### src/rtl/hazard_ctrl.sv
// hazard_ctrl: hazard detection, forwarding selects and mult/div busy
// sequencing for the 5-stage F/D/E/M/W core.
// Optional feature macro: HAZARD_PERF_EN adds StallCnt/FlushCnt
// performance counters (cycles stalled, cycles with a taken-branch flush).
//
// state | meaning
// ------+-------------------------------------------------------------
// IDLE  | MDU free; a mult/div start in E loads the busy counter
// BUSY  | MDU computing; cnt counts down to 0, HI/LO valid after that
module hazard_ctrl #(
  parameter int MULT_CYCLES = 5,
  parameter int DIV_CYCLES  = 10
) (
  input  logic       clk,
  input  logic       reset,
  input  logic [4:0] RsD,
  input  logic [4:0] RtD,
  input  logic [4:0] RsE,
  input  logic [4:0] RtE,
  input  logic [4:0] RegAddrE,
  input  logic [4:0] RegAddrM,
  input  logic [4:0] RegAddrW,
  input  logic       RegWriteE,
  input  logic       RegWriteM,
  input  logic       RegWriteW,
  input  logic       MemtoRegE,
  input  logic       MemtoRegM,
  input  logic       BranchD,
  input  logic       TakenD,
  input  logic       MdStartE,
  input  logic       MdDivE,
  input  logic       MdUseD,
  output logic       StallF,
  output logic       StallD,
  output logic       StallE,
  output logic       StallM,
  output logic       FlushD,
  output logic       FlushE,
  output logic       FlushM,
  output logic [1:0] ForwardAE,
  output logic [1:0] ForwardBE,
  output logic       ForwardAD,
  output logic       ForwardBD,
`ifdef HAZARD_PERF_EN
  output logic [31:0] StallCnt,
  output logic [31:0] FlushCnt,
`endif
  output logic       MdBusy
);

  localparam logic [0:0] S_IDLE = 1'b0;
  localparam logic [0:0] S_BUSY = 1'b1;

  // Counter is loaded with N-1 so that BUSY lasts exactly N cycles.
  localparam logic [4:0] MULT_LOAD = 5'(MULT_CYCLES - 1);
  localparam logic [4:0] DIV_LOAD  = 5'(DIV_CYCLES - 1);

  logic [0:0] state_q, state_d;
  logic [4:0] cnt_q, cnt_d;
  logic       lw_stall, br_stall, md_stall, stall;

  // Register 0 is hardwired, so a match on it never creates a hazard.
  function automatic logic hit(input logic [4:0] dst, input logic [4:0] src);
    return (dst != 5'd0) && (dst == src);
  endfunction

  // E-stage operand select: M result has priority over W result.
  function automatic logic [1:0] fwd_e(input logic [4:0] src,
                                       input logic we_m, input logic [4:0] ad_m,
                                       input logic we_w, input logic [4:0] ad_w);
    if (we_m && hit(ad_m, src))      return 2'b10;
    else if (we_w && hit(ad_w, src)) return 2'b01;
    else                             return 2'b00;
  endfunction

  assign MdBusy = (state_q == S_BUSY);

  // Forwarding selects and stall/flush generation.
  always_comb begin
    ForwardAE = fwd_e(RsE, RegWriteM, RegAddrM, RegWriteW, RegAddrW);
    ForwardBE = fwd_e(RtE, RegWriteM, RegAddrM, RegWriteW, RegAddrW);
    // A load in M has no ALU result to forward to the branch comparator.
    ForwardAD = RegWriteM && hit(RegAddrM, RsD) && !MemtoRegM;
    ForwardBD = RegWriteM && hit(RegAddrM, RtD) && !MemtoRegM;

    lw_stall = MemtoRegE && (hit(RegAddrE, RsD) || hit(RegAddrE, RtD));
    br_stall = BranchD &&
               ((RegWriteE && (hit(RegAddrE, RsD) || hit(RegAddrE, RtD))) ||
                (MemtoRegM && (hit(RegAddrM, RsD) || hit(RegAddrM, RtD))));
    md_stall = MdUseD && (MdBusy || MdStartE);
    stall    = lw_stall | br_stall | md_stall;

    StallF = stall;
    StallD = stall;
    FlushE = stall;
    // A taken branch only squashes F once its own operands are resolved.
    FlushD = TakenD && !stall;
    StallE = 1'b0;
    StallM = 1'b0;
    FlushM = 1'b0;
  end

  // MDU busy FSM next-state; starts while BUSY are ignored.
  always_comb begin
    state_d = state_q;
    cnt_d   = cnt_q;
    if (state_q == S_IDLE) begin
      if (MdStartE) begin
        state_d = S_BUSY;
        cnt_d   = MdDivE ? DIV_LOAD : MULT_LOAD;
      end
    end else begin
      if (cnt_q != 5'd0) cnt_d = cnt_q - 5'd1;
      else               state_d = S_IDLE;
    end
  end

  // MDU busy FSM state register.
  always_ff @(posedge clk) begin
    if (reset) begin
      state_q <= S_IDLE;
      cnt_q   <= 5'd0;
    end else begin
      state_q <= state_d;
      cnt_q   <= cnt_d;
    end
  end

`ifdef HAZARD_PERF_EN
  logic [31:0] stall_cnt_q, flush_cnt_q;

  // Performance counters; wrap naturally at 2^32.
  always_ff @(posedge clk) begin
    if (reset) begin
      stall_cnt_q <= 32'd0;
      flush_cnt_q <= 32'd0;
    end else begin
      stall_cnt_q <= stall_cnt_q + {31'd0, stall};
      flush_cnt_q <= flush_cnt_q + {31'd0, FlushD};
    end
  end

  assign StallCnt = stall_cnt_q;
  assign FlushCnt = flush_cnt_q;
`endif

endmodule
### config.mk
export PLATFORM = sky130hd
export DESIGN_NAME = hazard_ctrl
export DESIGN_NICKNAME = d
export VERILOG_FILES = /design/src/rtl/hazard_ctrl.sv
export SDC_FILE = /design/constraint.sdc
export NUM_CORES = 1
export LEC_CHECK = 0
export CORE_MARGIN = 3
export CORE_UTILIZATION = 24
export DETAILED_ROUTE_END_ITERATION = 10
export PLACE_DENSITY_LB_ADDON = 0.25
export SYNTH_ARGS = -nofsm -noshare
export SYNTH_HDL_FRONTEND = slang
export SYNTH_SLANG_ARGS = --single-unit
### constraint.sdc
create_clock -name clk -period 6.1 [get_ports clk]
set_clock_uncertainty 0.2 [all_clocks]
set_input_delay 1.83 -clock clk [delete_from_list [all_inputs] [get_ports clk]]
set_output_delay 1.83 -clock clk [all_outputs]
set_load 0.01 [all_outputs]
* Yosys cells after proc, flatten, opt, wreduce, memory -nomap -nowiden
Index checks and enable logic that the tools add are counted.
Word-level totals: bits in registers 6, word-level logic and storage cells 59, output and inout bits 14, bits of input ports 47
Operators by class: muxes and demuxes 11, add/subtract/negate cells 1, bitwise logic cells 2, reduce and logical (&&, ||, !) cells 34, equality and inequality tests 9
Operator list (count):
- 5-bit == test | 8
- 1-bit logical AND | 22
- 5-bit nonzero test | 4
- 5-bit two-way mux | 3
- 1-bit two-way mux | 5
- 5-bit by 1-bit subtractor with 5-bit output, second input constant | 1
- 1-bit logical OR | 4
- 2-bit two-way mux | 2
- 4-bit two-way mux | 1
- 1-bit logical NOT | 2
- 2-bit by 1-bit != test with 1-bit output, second input constant | 1
- 1-bit bitwise OR | 2
- 2-bit AND reduction | 1
- 2-bit nonzero test | 1

* Depth between registers and ports, before layout
Gate-level depths: netlist (run 1).
depth in word-level cells 10, mapped depth 7, gate-level depth less buffers 7

* Worst setup path before layout (run 1)
Ideal clock, no wire load.
kind input to output, start point in RegAddrM[4], end point out ForwardBE[0], path slack 1.145 ns, stages 5, required time 4.070 ns, data arrival time 2.925 ns, path buffers 1, cell sequence buf_2 -> xnor2_1 -> nand3_1 -> nor4_1 -> nor4_2
On the way: cells in the longest elaborated chain, start to end 4, elaborated cells between the ends (all ways) 5, classes of those cells 1 x eq/ne; 1 x mux; 3 x reduce/logical
Ends and longest elaborated chain:
- from (decl) | RTL line 21 | input logic [4:0] RegAddrM,
- 5-bit == test or 5-bit nonzero test (tied branches) | RTL line 64 | return (dst != 5'd0) && (dst == src);
- 1-bit logical AND * | RTL line 64
- 1-bit logical AND * | RTL line 71 | if (we_m && hit(ad_m, src)) return 2'b10;
- 2-bit two-way mux * | RTL line 71
- to (decl) | RTL line 41 | output logic [1:0] ForwardBE,
Mark *: on every way between the ends. The rest lies on a longest branch, timed or not.

* Final worst setup path (run 1)
start point in RegAddrW[1], end point out ForwardBE[0]
On the way: cells in the longest elaborated chain, start to end 5, elaborated cells between the ends (all ways) 6, classes of those cells 1 x eq/ne; 2 x mux; 3 x reduce/logical
Ends and longest elaborated chain:
- from (decl) | RTL line 22 | input logic [4:0] RegAddrW,
- 5-bit == test or 5-bit nonzero test (tied branches) | RTL line 64
- 1-bit logical AND * | RTL line 64
- 1-bit logical AND * | RTL line 72 | else if (we_w && hit(ad_w, src)) return 2'b01;
- 1-bit two-way mux * | RTL line 72
- 2-bit two-way mux * | RTL line 71
Marks and branches as above.

==> results of run 1 <==
-- registers in the layout (all words and copies together) (netlist names) --
signal,cells
cnt_q,5
MdBusy,1
-- cell families after synthesis --
kind of cell             count (synthesis)  share of synthesized area
flip-flops                               6                      0.127
XOR/XNOR                                40                      0.371
AO/OA/AOI/OAI                           16                      0.106
AND/OR/NAND/NOR                         45                      0.258
buffers and inverters                   14                     0.0967
adder cells (fa/ha/maj)                  2                     0.0265
other                                    1                    0.00397
multiplexers                             1                     0.0106
-- how the worst min path moves through the flow --
stage	from	endpoint	slack [ns]	cells after the start
after CTS	cnt_q[1]$_SDFFE_PP0P_	cnt_q[1]$_SDFFE_PP0P_	0.31	2
after floorplan	cnt_q[0]$_SDFFE_PP0P_	cnt_q[0]$_SDFFE_PP0P_	0.27	2
final	cnt_q[0]$_SDFFE_PP0P_	cnt_q[0]$_SDFFE_PP0P_	0.30	2
after global routing	cnt_q[0]$_SDFFE_PP0P_	cnt_q[0]$_SDFFE_PP0P_	0.36	2
after detailed placement	cnt_q[1]$_SDFFE_PP0P_	cnt_q[1]$_SDFFE_PP0P_	0.30	2
after global placement	cnt_q[0]$_SDFFE_PP0P_	cnt_q[0]$_SDFFE_PP0P_	0.29	2
-- worst reg2reg max path, cell delays in order (launching register included) --
cell and delay (ns):
dfxtp_1 0.31, inv_1 0.11, ha_1 0.16, inv_1 0.05
o41ai_1 0.46, o221ai_1 0.21, nor2b_1 0.16
-- routing by layer --
layer	track usage	routed length [um]
met2	0.219	1360
met4	0.0292	30
met1	0.141	1230
met3	0.0146	247
met5	0	0
-- cells in the mapped netlist, types with 3 or more instances --
master,n
o21ai_0,5
xnor2_1,16
nand3_1,10
inv_1,3
xor2_1,24
a21oi_1,4
nor2_1,9
nand2_1,4
dfxtp_1,6
nor3_1,9
buf_4,10
or4_1,3
-- power by group through the flow --
| stage | combinational (W) | sequential [W] | clock, W |
|---|---|---|---|
| floorplan | 0.0000543 | 0.0000465 | 0 |
| global placement | 0.0000984 | 0.0000481 | 0 |
| detailed placement | 0.0000995 | 0.0000483 | 0 |
| CTS | 0.000100 | 0.0000478 | 0.0000598 |
| global route | 0.000110 | 0.0000484 | 0.0000634 |
| finish | 0.0000998 | 0.0000477 | 0.0000572 |
-- cell type report --
type	instances	area share
Multi-Input combinational cell	107	0.480
Timing Repair Buffer	57	0.370
Sequential cell	6	0.0778
Tap cell	48	0.0389
Clock buffer	3	0.0267
Inverter	3	0.00729
-- stage by stage --
stage / power, W / setup WS [ns] / instances / hold WS, ns / util
floorplan: 0.000101 / 1.15 / 127 / 0.270 / -
global placement: 0.000146 / 0.212 / 221 / 0.290 / 0.404
detailed placement: 0.000148 / 0.205 / 221 / 0.304 / 0.404
CTS: 0.000208 / 0.195 / 224 / 0.312 / 0.415
global route: 0.000222 / 0.102 / 224 / 0.364 / 0.415
finish: 0.000205 / 0.206 / 224 / 0.302 / 0.415
==> flow_summary.yaml, run 1 <==
run_status:
  status: "finished, final reports clean"
placement:
  portBuffers: 57
  dpl-instance-area_sq_mm: 0.00150
  finalWeightedCongestion: 0.822
  hpwl_um: 2490
worst_setup_path:
  crit_buf_inv: 2
  slowest_stage: "clkdlybuf4s50_1"
  required_ns: 4.07
  worstPathCellList: "clkdlybuf4s50_1 -> or4_1 -> o21ai_1 -> or4_1 -> nor4_2 -> clkdlybuf4s50_1"
  r2r-end: "cnt_q[2]$_SDFFE_PP0P_"
  worstSetupStartpointType: "primary input"
  cp.depth: 6
  r2r_cells: 6
  crit_type: "primary input to output pin"
  critPathCaptureType: "output pin"
  cp_top_family: "buffers and inverters"
  worst-path-max-fanout: 3
  cp.arrival_ns: 3.86
  max_stage_delay_ns: 0.58
  r2r-start: "cnt_q[0]$_SDFFE_PP0P_"
  cp-startpoint: "RegAddrW[1]"
  worstSetupEndpoint: "ForwardBE[0]"
  rrSetupSlack_ns: 4.33
routing:
  drt_iter0_markers: 49
  ant_nets: 0
  vias: 1022
  drc_errors: 0
  drtPass1Iterations: 4
  routed_wl_um: 2870
  viasPerCell: 4.56
  wl_per_cell_um: 12.8
cts:
  clk_latency_ns: 0.22
  clk_path_buf_depth: 2
  cts.sinks: 6
  post-cts-setup-buffers: 0
  path_clk_slew_ns: 0.03
  htreeDepth: 1
  postCtsHoldBufs: 0
  cts_resized: 0
  cts_tree: "yes"
  cts-root-buf: "clkbuf_8"
  cts_buffers: 3
finish:
  fin_area_sq_mm: 0.00154
  antennaDiodeCount: 0
  drive_above_1_share: 0.0284
  layout_common_cells: "57 x clkdlybuf4s50_1, 24 x xor2_1, 16 x xnor2_1, 10 x nand3_1"
  n_fill_cell: 381
  multi_input_area_sq_um: 741
  nets: 227
  layout_commonest_cell: "clkdlybuf4s50_1"
  regArea_sq_um: 120
  area_growth_pct: 63.4
sta:
  setup_viol: 0
  final-max-slew-violation-count: 0
  fmax_mhz: 170
  rsz0062_at_grt: "no"
  worstMarginPinSlew_ns: 0.550
  hold_viol: 0
  fin_crit_ns: 5.89
  finalCritPeriodShare: 0.966
  totalNegativeSetupSlack_ns: 0
  slew-limit-headroom: 0.628
logic_synthesis:
  ys.warnings.count: 0
  synth_seq_area_share: 0.127
  synth_top_area_frac: 0.223
  synth_top_cell_by_area: "xor2_1"
  synth.top_cells.by_area: "xor2_1 22%, xnor2_1 15%, dfxtp_1 13%"
  syn_inst: 125
  synth-edff-count: 0
  ys_ff_latch: 6
  avgSynthCellArea_sq_um: 7.56
  syn_area_sq_um: 945
  ys_types: 29
  postSynth.asyncResetShare: 0
  synth_ff_type: "dfxtp_1"
grt:
  grt_usage: 0.118
  antenna_found_initial: 0
  grt_pass1_vias: 983
  gr-total-overflow: 0
  grt_max_degree: 11
  grt_pass1_wl_um: 4290
run:
  maxCapViolCount: 0
pwr:
  seqPwrFrac: 0.233
  switchingPower_w: 0.0000619
  power_density_mw_per_mm2: 133
  internal_power_w: 0.000143
  peakVddDrop_uv: 123
  clkPwrFrac: 0.280
  p_sw_frac: 0.303
  p_comb_frac: 0.487
  cellLeakagePower_nw: 0.551
die:
  pin_count: 61
  die_w_um: 68.7
  core_sq_mm: 0.00372
  initial_core_util: 0.254
  std_cell_rows: 22
  die_area_sq_mm: 0.00473
  die_h_um: 68.7
worst_hold_path:
  worst_hold_path_type: "register to register"
Power figures use the tool's default switching activity.
==> inputs of run 2 (changes only) <==
--- a/config.mk
+++ b/config.mk
@@ -5,10 +5,13 @@
 export SDC_FILE = /design/constraint.sdc
 export NUM_CORES = 1
 export LEC_CHECK = 0
+export CELL_PAD_IN_SITES_DETAIL_PLACEMENT = 0
+export CELL_PAD_IN_SITES_GLOBAL_PLACEMENT = 1
 export CORE_MARGIN = 3
 export CORE_UTILIZATION = 24
 export DETAILED_ROUTE_END_ITERATION = 10
 export PLACE_DENSITY_LB_ADDON = 0.25
+export SLEW_MARGIN = 30
 export SYNTH_ARGS = -nofsm -noshare
 export SYNTH_HDL_FRONTEND = slang
 export SYNTH_SLANG_ARGS = --single-unit
==> run 2 against run 1 <==
Effect of this change:
- worst hold slack better by 0.022 ns
- routed wire length rose by 5.4%
- worst setup slack lost 0.050 ns
- first-iteration DRC count shrank 63%
- via count rose by 1.4%
- largest power group unchanged
==> flow_summary.yaml, run 2 (same netlist as run 1, synthesis figures left out) <==
run_status:
  status: "finished, final reports clean"
cts:
  postCtsHoldBufs: 0
  clk_path_buf_depth: 2
  cts_tree: "yes"
  cts.sinks: 6
  post-cts-setup-buffers: 0
  clk_latency_ns: 0.22
  cts-root-buf: "clkbuf_8"
  cts_buffers: 3
  htreeDepth: 1
  path_clk_slew_ns: 0.04
  cts_resized: 0
sta:
  fmax_mhz: 168
  fin_crit_ns: 5.94
  final-max-slew-violation-count: 0
  hold_viol: 0
  rsz0062_at_grt: "no"
  slew-limit-headroom: 0.661
  finalCritPeriodShare: 0.975
  worstMarginPinSlew_ns: 0.503
  whs_ns: 0.324
  totalNegativeSetupSlack_ns: 0
  setup_viol: 0
die:
  core_sq_mm: 0.00372
  initial_core_util: 0.254
  std_cell_rows: 22
  die_w_um: 68.7
  pin_count: 61
  die_area_sq_mm: 0.00473
  die_h_um: 68.7
pwr:
  p_comb_frac: 0.489
  peakVddDrop_uv: 124
  internal_power_w: 0.000144
  switchingPower_w: 0.0000630
  seqPwrFrac: 0.233
  clkPwrFrac: 0.278
  power_density_mw_per_mm2: 132
  cellLeakagePower_nw: 0.560
  p_sw_frac: 0.305
finish:
  antennaDiodeCount: 0
  regMostFlops: "cnt_q"
  layout_common_cells: "57 x clkdlybuf4s50_1, 24 x xor2_1, 16 x xnor2_1, 10 x nand3_1"
  largest_reg_flops: 5
  nets: 229
  area_growth_pct: 65.0
  drive_above_1_share: 0.0393
  layout_commonest_cell: "clkdlybuf4s50_1"
worst_setup_path:
  critPathCaptureType: "output pin"
  crit_type: "primary input to output pin"
  cp.arrival_ns: 3.91
  worstSetupStartpointType: "primary input"
  r2r-start: "cnt_q[0]$_SDFFE_PP0P_"
  required_ns: 4.07
  worst-path-max-fanout: 5
  cp-startpoint: "RegAddrM[0]"
routing:
  drtPass1Iterations: 4
  drc_errors: 0
  wl_per_cell_um: 13.4
  vias: 1036
  drt_iter0_markers: 18
  ant_nets: 0
  routed_wl_um: 3020
  viasPerCell: 4.58
worst_hold_path:
  worst_hold_path_type: "register to register"
  hold_path_startpoint: "cnt_q[1]$_SDFFE_PP0P_"
grt:
  grt_usage: 0.132
  antenna_found_initial: 0
  gr-total-overflow: 0
  grt_max_degree: 11
  grt_pass1_vias: 1090
  grt_pass1_wl_um: 4800
placement:
  hpwl_um: 2640
  finalWeightedCongestion: 0.846
  portBuffers: 57
run:
  maxCapViolCount: 0
## run 2: worst paths after layout
check                                to  slack (ns)  cells past startpoint
setup / recovery           ForwardBE[1]        0.16                      6
hold / removal    cnt_q[1]$_SDFFE_PP0P_        0.32                      2
setup reg to reg  cnt_q[3]$_SDFFE_PP0P_        4.39                      7
hold reg to reg   cnt_q[1]$_SDFFE_PP0P_        0.32                      2
## run 2: final cells by class
cell class                      count  area, sq um
Fill cell                         369         2160
Inverter                            3         11.3
Sequential cell                     6          120
Tap cell                           48         60.1
Clock buffer                        3         41.3
Timing Repair Buffer               59          586
Multi-Input combinational cell    107          741
## run 2: worst max-delay path, cell delays in order
cell and delay [ns]:
clkdlybuf4s50_1 0.62, nor3_1 0.10, nand2_1 0.10, nand2_1 0.12, nor4_1 0.51, clkdlybuf4s50_1 0.64
## run 2: through the flow
stage               instance area (sq um)  setup slack [ns]  std cells  utilization  total power, W
finish                               1560             0.155        226        0.420        0.000207
global route                         1560            0.0174        226        0.420        0.000222
CTS                                  1560             0.137        226        0.420        0.000209
detailed placement                   1520             0.144        223        0.408        0.000150
global placement                     1520             0.172        223        0.408        0.000149
floorplan                             952              1.15        127            -        0.000101
## run 2: metal layers
metal,track usage,share of wire
met3,0.0373,0.099
met2,0.266,0.51
met5,0,0
met1,0.138,0.39
met4,0.00973,0
## run 2: power by group through the flow
| stage | clock network [W] | logic [W] | registers (W) |
|---|---|---|---|
| floorplan | 0 | 0.0000543 | 0.0000465 |
| global placement | 0 | 0.000101 | 0.0000483 |
| detailed placement | 0 | 0.000101 | 0.0000486 |
| CTS | 0.0000590 | 0.000102 | 0.0000480 |
| global route | 0.0000620 | 0.000112 | 0.0000487 |
| finish | 0.0000575 | 0.000101 | 0.0000480 |
==> inputs of run 3 (changes only) <==
--- a/config.mk
+++ b/config.mk
@@ -11,6 +11,7 @@
 export CORE_UTILIZATION = 24
 export DETAILED_ROUTE_END_ITERATION = 10
 export PLACE_DENSITY_LB_ADDON = 0.25
+export REMOVE_ABC_BUFFERS = 1
 export SLEW_MARGIN = 30
 export SYNTH_ARGS = -nofsm -noshare
 export SYNTH_HDL_FRONTEND = slang
==> run 3 against run 2 <==
Effect of this change:
- global-route usage shrank 0.48 points
- non-clock buffer count is 2 higher
- first-iteration DRC count up 11%
- largest cell class unchanged
- highest routed layer is now met4
==> flow_summary.yaml, run 3 (same netlist as run 1, synthesis figures left out) <==
pwr:
  power_density_mw_per_mm2: 131
  clkPwrFrac: 0.276
  p_sw_frac: 0.303
  p_comb_frac: 0.494
  seqPwrFrac: 0.230
  power_w: 0.000207
  cellLeakagePower_nw: 0.571
  peakVddDrop_uv: 160
  internal_power_w: 0.000144
  switchingPower_w: 0.0000627
routing:
  drt_iter0_markers: 20
  viasPerCell: 4.64
  vias: 1057
  routed_wl_um: 3030
  wl_per_cell_um: 13.3
  drc_errors: 0
  ant_nets: 0
  drtPass1Iterations: 4
sta:
  final-max-slew-violation-count: 0
  totalNegativeSetupSlack_ns: 0
  setup_viol: 0
  rsz0062_at_grt: "no"
  whs_ns: 0.312
  hold_viol: 0
  finalCritPeriodShare: 0.969
  fmax_mhz: 169
  worstMarginPinSlew_ns: 0.598
  slew-limit-headroom: 0.596
  fin_crit_ns: 5.91
  worst_slack_ns: 0.187
die:
  die_h_um: 68.7
  initial_core_util: 0.254
  die_area_sq_mm: 0.00473
  core_sq_mm: 0.00372
  std_cell_rows: 22
  die_w_um: 68.7
  pin_count: 61
grt:
  grt_max_degree: 11
  antenna_found_initial: 0
  grt_pass1_wl_um: 4610
  grt_usage: 0.127
  gr-total-overflow: 0
  grt_pass1_vias: 1044
finish:
  largest_reg_flops: 5
  nets: 231
  layout_common_cells: "57 x clkdlybuf4s50_1, 24 x xor2_1, 16 x xnor2_1, 10 x nand3_1"
  drive_above_1_share: 0.0556
  antennaDiodeCount: 0
  fin_util: 0.425
  area_growth_pct: 67.3
  regMostFlops: "cnt_q"
  layout_commonest_cell: "clkdlybuf4s50_1"
cts:
  clk_path_buf_depth: 2
  clk_latency_ns: 0.22
  post-cts-setup-buffers: 0
  htreeDepth: 1
  cts.sinks: 6
  path_clk_slew_ns: 0.03
  cts_buffers: 3
  cts-root-buf: "clkbuf_8"
  cts_tree: "yes"
placement:
  hpwl_um: 2610
  pre_cts_ws_ns: 0.183
  finalWeightedCongestion: 0.807
  portBuffers: 57
worst_setup_path:
  required_ns: 4.07
  worstSetupStartpointType: "primary input"
  critPathCaptureType: "output pin"
  worst-path-max-fanout: 5
  crit_type: "primary input to output pin"
  cp-startpoint: "RegAddrM[0]"
  r2r-start: "cnt_q[0]$_SDFFE_PP0P_"
  cp.arrival_ns: 3.88
worst_hold_path:
  worst_hold_path_type: "register to register"
  hold_path_startpoint: "cnt_q[0]$_SDFFE_PP0P_"
run_status:
  status: "finished, final reports clean"
run:
  maxCapViolCount: 0
-- run 3: cell count changes in the layout (fill, tap and decap cells not counted), sizes merged --
cell,before,now
buf,2,4
-- run 3: worst max-delay path: stages --
cell and delay, ns:
clkdlybuf4s50_1 0.54, nor3_1 0.23, nand2_1 0.09, nand2_1 0.15
nor4_1 0.08, buf_4 0.14, nor4_2 0.25, clkdlybuf4s50_1 0.58
-- run 3: final cells by class --
| type | instances | area, sq um |
|---|---|---|
| Clock buffer | 3 | 41.3 |
| Fill cell | 395 | 2140 |
| Inverter | 3 | 11.3 |
| Sequential cell | 6 | 120 |
| Tap cell | 48 | 60.1 |
| Timing Repair Buffer | 61 | 601 |
| Multi-Input combinational cell | 107 | 747 |
-- run 3: final timing paths --
check,end,slack (ns),cells after the start
hold / removal,cnt_q[0]$_SDFFE_PP0P_,0.31,2
hold reg to reg,cnt_q[0]$_SDFFE_PP0P_,0.31,2
setup reg to reg,cnt_q[2]$_SDFFE_PP0P_,4.31,6
setup / recovery,ForwardAE[0],0.19,8
-- run 3: metal layers --
metal / GRT usage / wire length [um] / part of all wire
met1: 0.148 / 1300 / 0.43
met2: 0.232 / 1390 / 0.46
met3: 0.0259 / 322 / 0.11
met4: 0.0341 / 11 / 0.0036
met5: 0 / 0 / 0
-- run 3: power by group through the flow --
stage                     clock network, W  registers [W]   logic, W
after floorplan                          0      0.0000474  0.0000447
after global placement                   0      0.0000479   0.000102
after detailed placement                 0      0.0000482   0.000102
after CTS                        0.0000585      0.0000476   0.000103
after global routing             0.0000613      0.0000486   0.000113
final                            0.0000571      0.0000475   0.000102
-- run 3: stage by stage --
stage          instance area (sq um)  cells
6_report                        1580    228
5_1_grt                         1580    228
4_1_cts                         1570    228
3_5_place_dp                    1530    225
3_3_place_gp                    1530    225
2_1_floorplan                    872    116
-- run 3: what timing repair did --
action | CTS | global route
hold buffers | 0 | 0
endpoints found under the setup margin | 0 | 1
gates resized for setup | 0 | 1
